[src/rtl/aes_cone_bit_packer.sv]
// Packs accepted cone result bits LSB-first into BLOCK_BITS-wide words behind a one-entry output buffer.
// Latency: a word is valid 1 cycle after its last bit is accepted; blk_valid_o is registered.
// Backpressure: bit_ready_o drops only while flushing or when the completing bit has nowhere to go.
module aes_cone_bit_packer #(
    parameter int BLOCK_BITS = 128,
    parameter int CNT_W      = 8
) (
    input  logic                            clk,
    input  logic                            rst_n,
    input  logic                            bit_i,
    input  logic                            bit_valid_i,
    output logic                            bit_ready_o,
    input  logic                            flush_i,
    output logic [BLOCK_BITS-1:0]           blk_o,
    output logic                            blk_valid_o,
    input  logic                            blk_ready_i,
    output logic [$clog2(BLOCK_BITS+1)-1:0] fill_o,
    output logic [CNT_W-1:0]                blk_cnt_o
);

    localparam int FILL_W = $clog2(BLOCK_BITS + 1);
    localparam logic [FILL_W-1:0] LAST = FILL_W'(BLOCK_BITS - 1);

    logic [BLOCK_BITS-1:0] f_q;
    logic [BLOCK_BITS-1:0] o_q;
    logic [FILL_W-1:0]     fill_q;
    logic                  full_q;
    logic [CNT_W-1:0]      cnt_q;

    logic at_last;
    logic accept;
    logic handoff;
    logic complete;

    assign at_last     = (fill_q == LAST);
    // The completing bit may still enter when the buffer drains in the same cycle.
    assign bit_ready_o = !flush_i && !(at_last && full_q && !blk_ready_i);
    assign accept      = bit_valid_i && bit_ready_o;
    assign handoff     = full_q && blk_ready_i;
    assign complete    = accept && at_last;

    always_ff @(posedge clk or negedge rst_n) begin
        if (!rst_n) begin
            f_q    <= '0;
            o_q    <= '0;
            fill_q <= '0;
            full_q <= 1'b0;
            cnt_q  <= '0;
        end else begin
            if (flush_i) begin
                fill_q <= '0;
            end else if (accept) begin
                for (int i = 0; i < BLOCK_BITS; i++) begin
                    if (fill_q == FILL_W'(i)) begin
                        f_q[i] <= bit_i;
                    end
                end
                fill_q <= at_last ? '0 : fill_q + FILL_W'(1);
            end

            if (complete) begin
                o_q    <= {bit_i, f_q[BLOCK_BITS-2:0]};
                full_q <= 1'b1;
            end else if (handoff) begin
                full_q <= 1'b0;
            end

            if (handoff) begin
                cnt_q <= cnt_q + CNT_W'(1);
            end
        end
    end

    assign blk_o       = o_q;
    assign blk_valid_o = full_q;
    assign fill_o      = fill_q;
    assign blk_cnt_o   = cnt_q;

endmodule

[config.mk]
export PLATFORM = sky130hd
export DESIGN_NAME = aes_cone_bit_packer
export DESIGN_NICKNAME = d
export VERILOG_FILES = /design/src/rtl/aes_cone_bit_packer.sv
export SDC_FILE = /design/constraint.sdc
export NUM_CORES = 1
export LEC_CHECK = 0
export BUFFER_PORTS_ARGS = -buffer_cell sky130_fd_sc_hd__buf_2
export CORE_ASPECT_RATIO = 0.8
export CORE_UTILIZATION = 35
export DETAILED_ROUTE_END_ITERATION = 12
export SLEW_MARGIN = 15
export SYNTH_ARGS = -nofsm -noshare
export SYNTH_HDL_FRONTEND = slang
export SYNTH_SLANG_ARGS = --single-unit
[constraint.sdc]
create_clock -name clk -period 2.3 [get_ports clk]
set_input_delay 0.46 -clock clk [delete_from_list [all_inputs] [get_ports clk]]
set_output_delay 0.46 -clock clk [all_outputs]
set_load 0.05 [all_outputs]
# --- After elaboration in Yosys (flattened, before gate mapping) ---
# Index checks and enable logic that the tools add are counted.
op_classes:
  bitwise_logic: 1
  n_reduce_logical: 139
  eq_ne: 127
  muxes: 5
  addsub: 2
op_table:
  columns: ["operator", "count"]
  rows:
  - ["8-bit by 7-bit == test with 1-bit output (second input constant)", 64]
  - ["3-bit AND reduction", 127]
  - ["8-bit by 6-bit == test with 1-bit output (second input constant)", 32]
  - ["8-bit by 5-bit == test with 1-bit output (second input constant)", 16]
  - ["8-bit by 4-bit == test with 1-bit output (second input constant)", 8]
  - ["8-bit by 3-bit == test with 1-bit output (second input constant)", 4]
  - ["8-bit two-way mux", 3]
  - ["8-bit by 1-bit adder with 8-bit output (second input constant)", 2]
  - ["8-bit by 2-bit == test with 1-bit output (second input constant)", 2]
  - ["8-bit by 1-bit == test with 1-bit output (second input constant)", 1]
  - ["8-bit zero test", 1]
  - ["1-bit logical AND", 6]
  - ["2-bit nonzero test", 2]
  - ["1-bit zero test", 3]
  - ["1-bit two-way mux", 2]
  - ["1-bit inverter", 1]
word_totals:
  register_bits: 272

# --- Longest topological paths before layout ---
logic_depth:
  ltp_word: 8
  ltp_mapped: 7

# --- Worst setup path before layout ---
# OpenSTA, ideal clock, no wires.
synth_timing:
  kind: "reg-to-output"
  startpoint: "reg fill_q[2] (netlist: fill_o[2])"
  endpoint: "out bit_ready_o"
  slack_ns: -0.100
  arrival_ns: 1.940
  path_stages_with_launch: 5
  cell_sequence: "dfrtp_1 > buf_2 > nand2_1 > nor2_1 > a31oi_1"
synth_via:
  elab_chain_len: 5
synth_lines:
  columns: ["element", "line_no", "rtl"]
  rows:
  - ["start, declared", "26", "logic [FILL_W-1:0] fill_q;"]
  - ["start signal, assigned", "58", "fill_q <= at_last ? '0 : fill_q + FILL_W'(1);"]
  - ["8-bit by 7-bit == test with 1-bit output", null, null]
  - ["1-bit logical AND (2 in series)", "37", "assign bit_ready_o = !flush_i && !(at_last && full_q && !blk_ready_i);"]
  - ["1-bit zero test", "37", null]
  - ["1-bit logical AND", "37", null]
  - ["end, declared", "12", "output logic bit_ready_o,"]
# Every way passes these cells.

# --- Worst setup path in the final report ---
layout_timing:
  startpoint: "reg fill_q[5] (netlist: fill_o[5])"
  endpoint: "out bit_ready_o"
# The elaborated chain is that of the path after synthesis.

==> flow_summary.json <==
{
  "status": "finished, final reports clean",
  "r2r_slack_ns": 0.16,
  "reg2reg_depth": 6,
  "yosys.cell_types.count": 46,
  "relSlewSlack_pct": 64.4,
  "leakage_nw": 7.37,
  "synth_top_family_by_area": "multiplexers",
  "start_util_pct": 35.9,
  "crit_buf_inv": 3,
  "hold_depth": 2,
  "r2r_start": "fill_o[0]",
  "wl_per_cell_um": 17.5,
  "first_global_vias": 6985,
  "p_switching_w": 0.00206,
  "peakVddDrop_mv": 0.493,
  "synth-seq-cells": 272,
  "die_w_um": 203,
  "critPathRequiredTime_ns": 1.84,
  "cts_sinks": 272,
  "die_h_um": 163,
  "port-buffer-count": 151,
  "tns_ns": 0,
  "worstMarginPinSlew_ns": 0.533,
  "tritoncts": "done",
  "power_frac_comb_pct": 2.7,
  "drc": 0,
  "internal_power_w": 0.00756,
  "synth_seq_area_share_pct": 60.0,
  "synth_fa_ha_area_share_pct": 0.551,
  "via_count": 6786,
  "switching_share_pct": 21.4,
  "synth_cells": 832,
  "setup_violations": 0,
  "post-route-util_pct": 43.4,
  "clockBufferDepth": 3,
  "synth_edf_count": 0,
  "seqPwrFrac_pct": 50.1,
  "grt_pass1_wl_mm": 40.6,
  "cp_max_fo": 7,
  "areaGrowthSynthToFinish_pct": 20.9,
  "dieArea_um2": 33200,
  "cap_violations": 0,
  "grt_setup_unrepaired": "true",
  "crit_path_top_delay_cell": "dfrtp_1",
  "synth-compound-area-share_pct": 0.794,
  "p_per_area_nw_per_um2": 702,
  "io_pins": 152,
  "skew_ns": 0.0111,
  "r2r_end": "blk_o[64]",
  "worst_setup_path_start_kind": "register",
  "grt_max_degree": 65,
  "synthSimpleGateAreaFrac_pct": 9.19,
  "antenna_found_initial": 0,
  "period_needed_ns": 2.25,
  "muxShareOfSynthArea_pct": 25.7,
  "synth_fp_nets": 843,
  "nFillCells": 3000,
  "synth.avg_cell_area_um2": 13.6,
  "insertion_delay_ns": 0.53,
  "clk_root_buffer_cell": "clkbuf_16",
  "final_hold_viol_count": 0,
  "ys.flop_type": "dfrtp_1",
  "path_clk_slew_ns": 0.07,
  "hpwlAfterDp_mm": 17.3,
  "num_rows": 58,
  "hp-start": "flush_i",
  "viasPerCell": 4.71,
  "path_common_cell": "buf_6",
  "max_stage_delay_ns": 0.37,
  "whs_endpoint": "fill_o[1]",
  "synth_top_area_share_pct": 60.0,
  "clkPwrFrac_pct": 47.1,
  "ys_top_cells_by_area": "dfrtp_1 60%, mux2_1 23%, nand2_1 3.5%",
  "path_class": "reg2out",
  "synth_area_um2": 11400,
  "n_antenna_cell": 0,
  "layout.nets": 1013,
  "drv_slew": 0,
  "hold_path.class": "in2reg",
  "fin_crit_sh_pct": 97.7,
  "drt-total-wl_mm": 25.2,
  "cts_buffers": 29,
  "synth-xor-area-share_pct": 0.617,
  "max_clock_freq_mhz": 445,
  "drtPass1Iterations": 5,
  "ctsHtreeMaxLevel": 1,
  "crit_arrival_ns": 1.79,
  "async_flop_share_pct": 100,
  "path_cells": "buf_4 > nand4b_1 > buf_6 > nor2_4 > a31oi_4 > buf_6",
  "overflow": 0,
  "synth_warnings": 0,
  "ant_nets": 0,
  "drtIter0Drc": 260,
  "grt_usage_pct": 15.6,
  "yosysTopAreaCell": "dfrtp_1",
  "endpoint_kind": "primary output",
  "layout-drive-gt1-share_pct": 28.1,
  "gp_congestion": 0.762,
  "coreArea_um2": 31600,
  "crit_family": "buffers and inverters",
  "cp_num_cells": 6
}
[worst max path at each step]
stage | start | end | slack, ns
5_1_grt | fill_o[7] | bit_ready_o | -0.01
3_3_place_gp | fill_o[1] | blk_o[72] | 0.09
2_1_floorplan | fill_o[0] | blk_o[100] | -0.006
4_1_cts | fill_o[5] | bit_ready_o | 0.03
3_5_place_dp | fill_o[1] | blk_o[78] | 0.03
6_report | fill_o[5] | bit_ready_o | 0.05
[through the flow]
stage	std cells	instance area (µm²)	hold WS (ns)	setup slack (ns)	total power, W
final	1441	13700	0.238	0.0535	0.00963
after global routing	1441	13700	0.252	-0.00964	0.00999
after global placement	1387	12700	0.439	0.0897	0.00518
after CTS	1441	13700	0.215	0.0273	0.00978
after detailed placement	1387	12700	0.448	0.0342	0.00519
after floorplan	832	11400	0.164	-0.00634	0.00500
[logic make-up after synthesis]
family / after synthesis
compound gates: 11
xor+xnor: 8
fa+ha+maj: 5
buf+inv: 65
flops: 272
mux: 259
simple gates: 212
[sequential cells by signal (all words and copies together) (netlist names)]
name / count
blk_o: 128
blk_cnt_o: 8
blk_valid_o: 1
f_q: 127
fill_o: 8
[metal layers]
| layer | part of all wire (%) | global-route usage, % | vias to the layer above |
|---|---|---|---|
| met3 | 4.3 | 2.79 | 26 |
| met2 | 44 | 23.7 | 125 |
| li1 | - | - | 3176 |
| met5 | 0 | 0 | - |
| met4 | 1.6 | 3.28 | 0 |
| met1 | 50 | 23.2 | 3459 |
[area by class of cell]
cell class | instances | area (µm²) | area share, %
Inverter | 8 | 30.0 | 0.219
Clock inverter | 9 | 104 | 0.757
Timing Repair Buffer | 196 | 1220 | 8.88
Multi-Input combinational cell | 495 | 4210 | 30.7
Tap cell | 420 | 526 | 3.83
Sequential cell | 272 | 6810 | 49.6
Clock buffer | 41 | 821 | 5.98
[cells in the mapped netlist, types with 2 or more instances]
cell type,n
mux2_1,229
nor2b_1,3
ha_1,5
nand3b_1,2
nand3_1,5
and3_1,3
dfrtp_1,272
or2_1,4
a21oi_1,2
mux2_2,28
inv_1,5
buf_2,15
or4b_1,3
nand2_1,107
clkbuf_1,26
and3b_1,3
buf_6,11
xor2_1,3
clkinv_1,3
nand4_1,4
mux2i_1,2
nand2b_1,3
and2_1,2
nor2_4,12
xnor2_1,5
nand4bb_1,3
buf_4,5
nor2_1,49
[timing repair]
item                                   4_1_cts  5_1_grt
setup endpoints to repair                    1       39
endpoints found under the hold margin       52        0
pin swaps                                    1        0
setup buffers                                3        0
hold buffers                                 1        0
gates resized for setup                      7        2
[power by group through the flow]
stage                     Combinational [W]  Sequential (W)  Clock (W)
after floorplan                   0.0000843         0.00492          0
after global placement             0.000270         0.00491          0
after detailed placement           0.000271         0.00491          0
after CTS                          0.000275         0.00483    0.00468
after global routing               0.000301         0.00483    0.00486
final                              0.000264         0.00483    0.00454
[placed cells by master, fill, tap and decap left out, types with 7 or more instances in the layout]
| cell type | count |
|---|---|
| mux2_2 | 28 |
| clkbuf_1 | 7 |
| buf_12 | 8 |
| nor2_1 | 48 |
| mux2_1 | 229 |
| nand2_1 | 107 |
| buf_2 | 148 |
| dfrtp_1 | 269 |
| buf_4 | 36 |
| clkbuf_16 | 29 |
| nor2_4 | 13 |
Power figures use the tool's default switching activity.
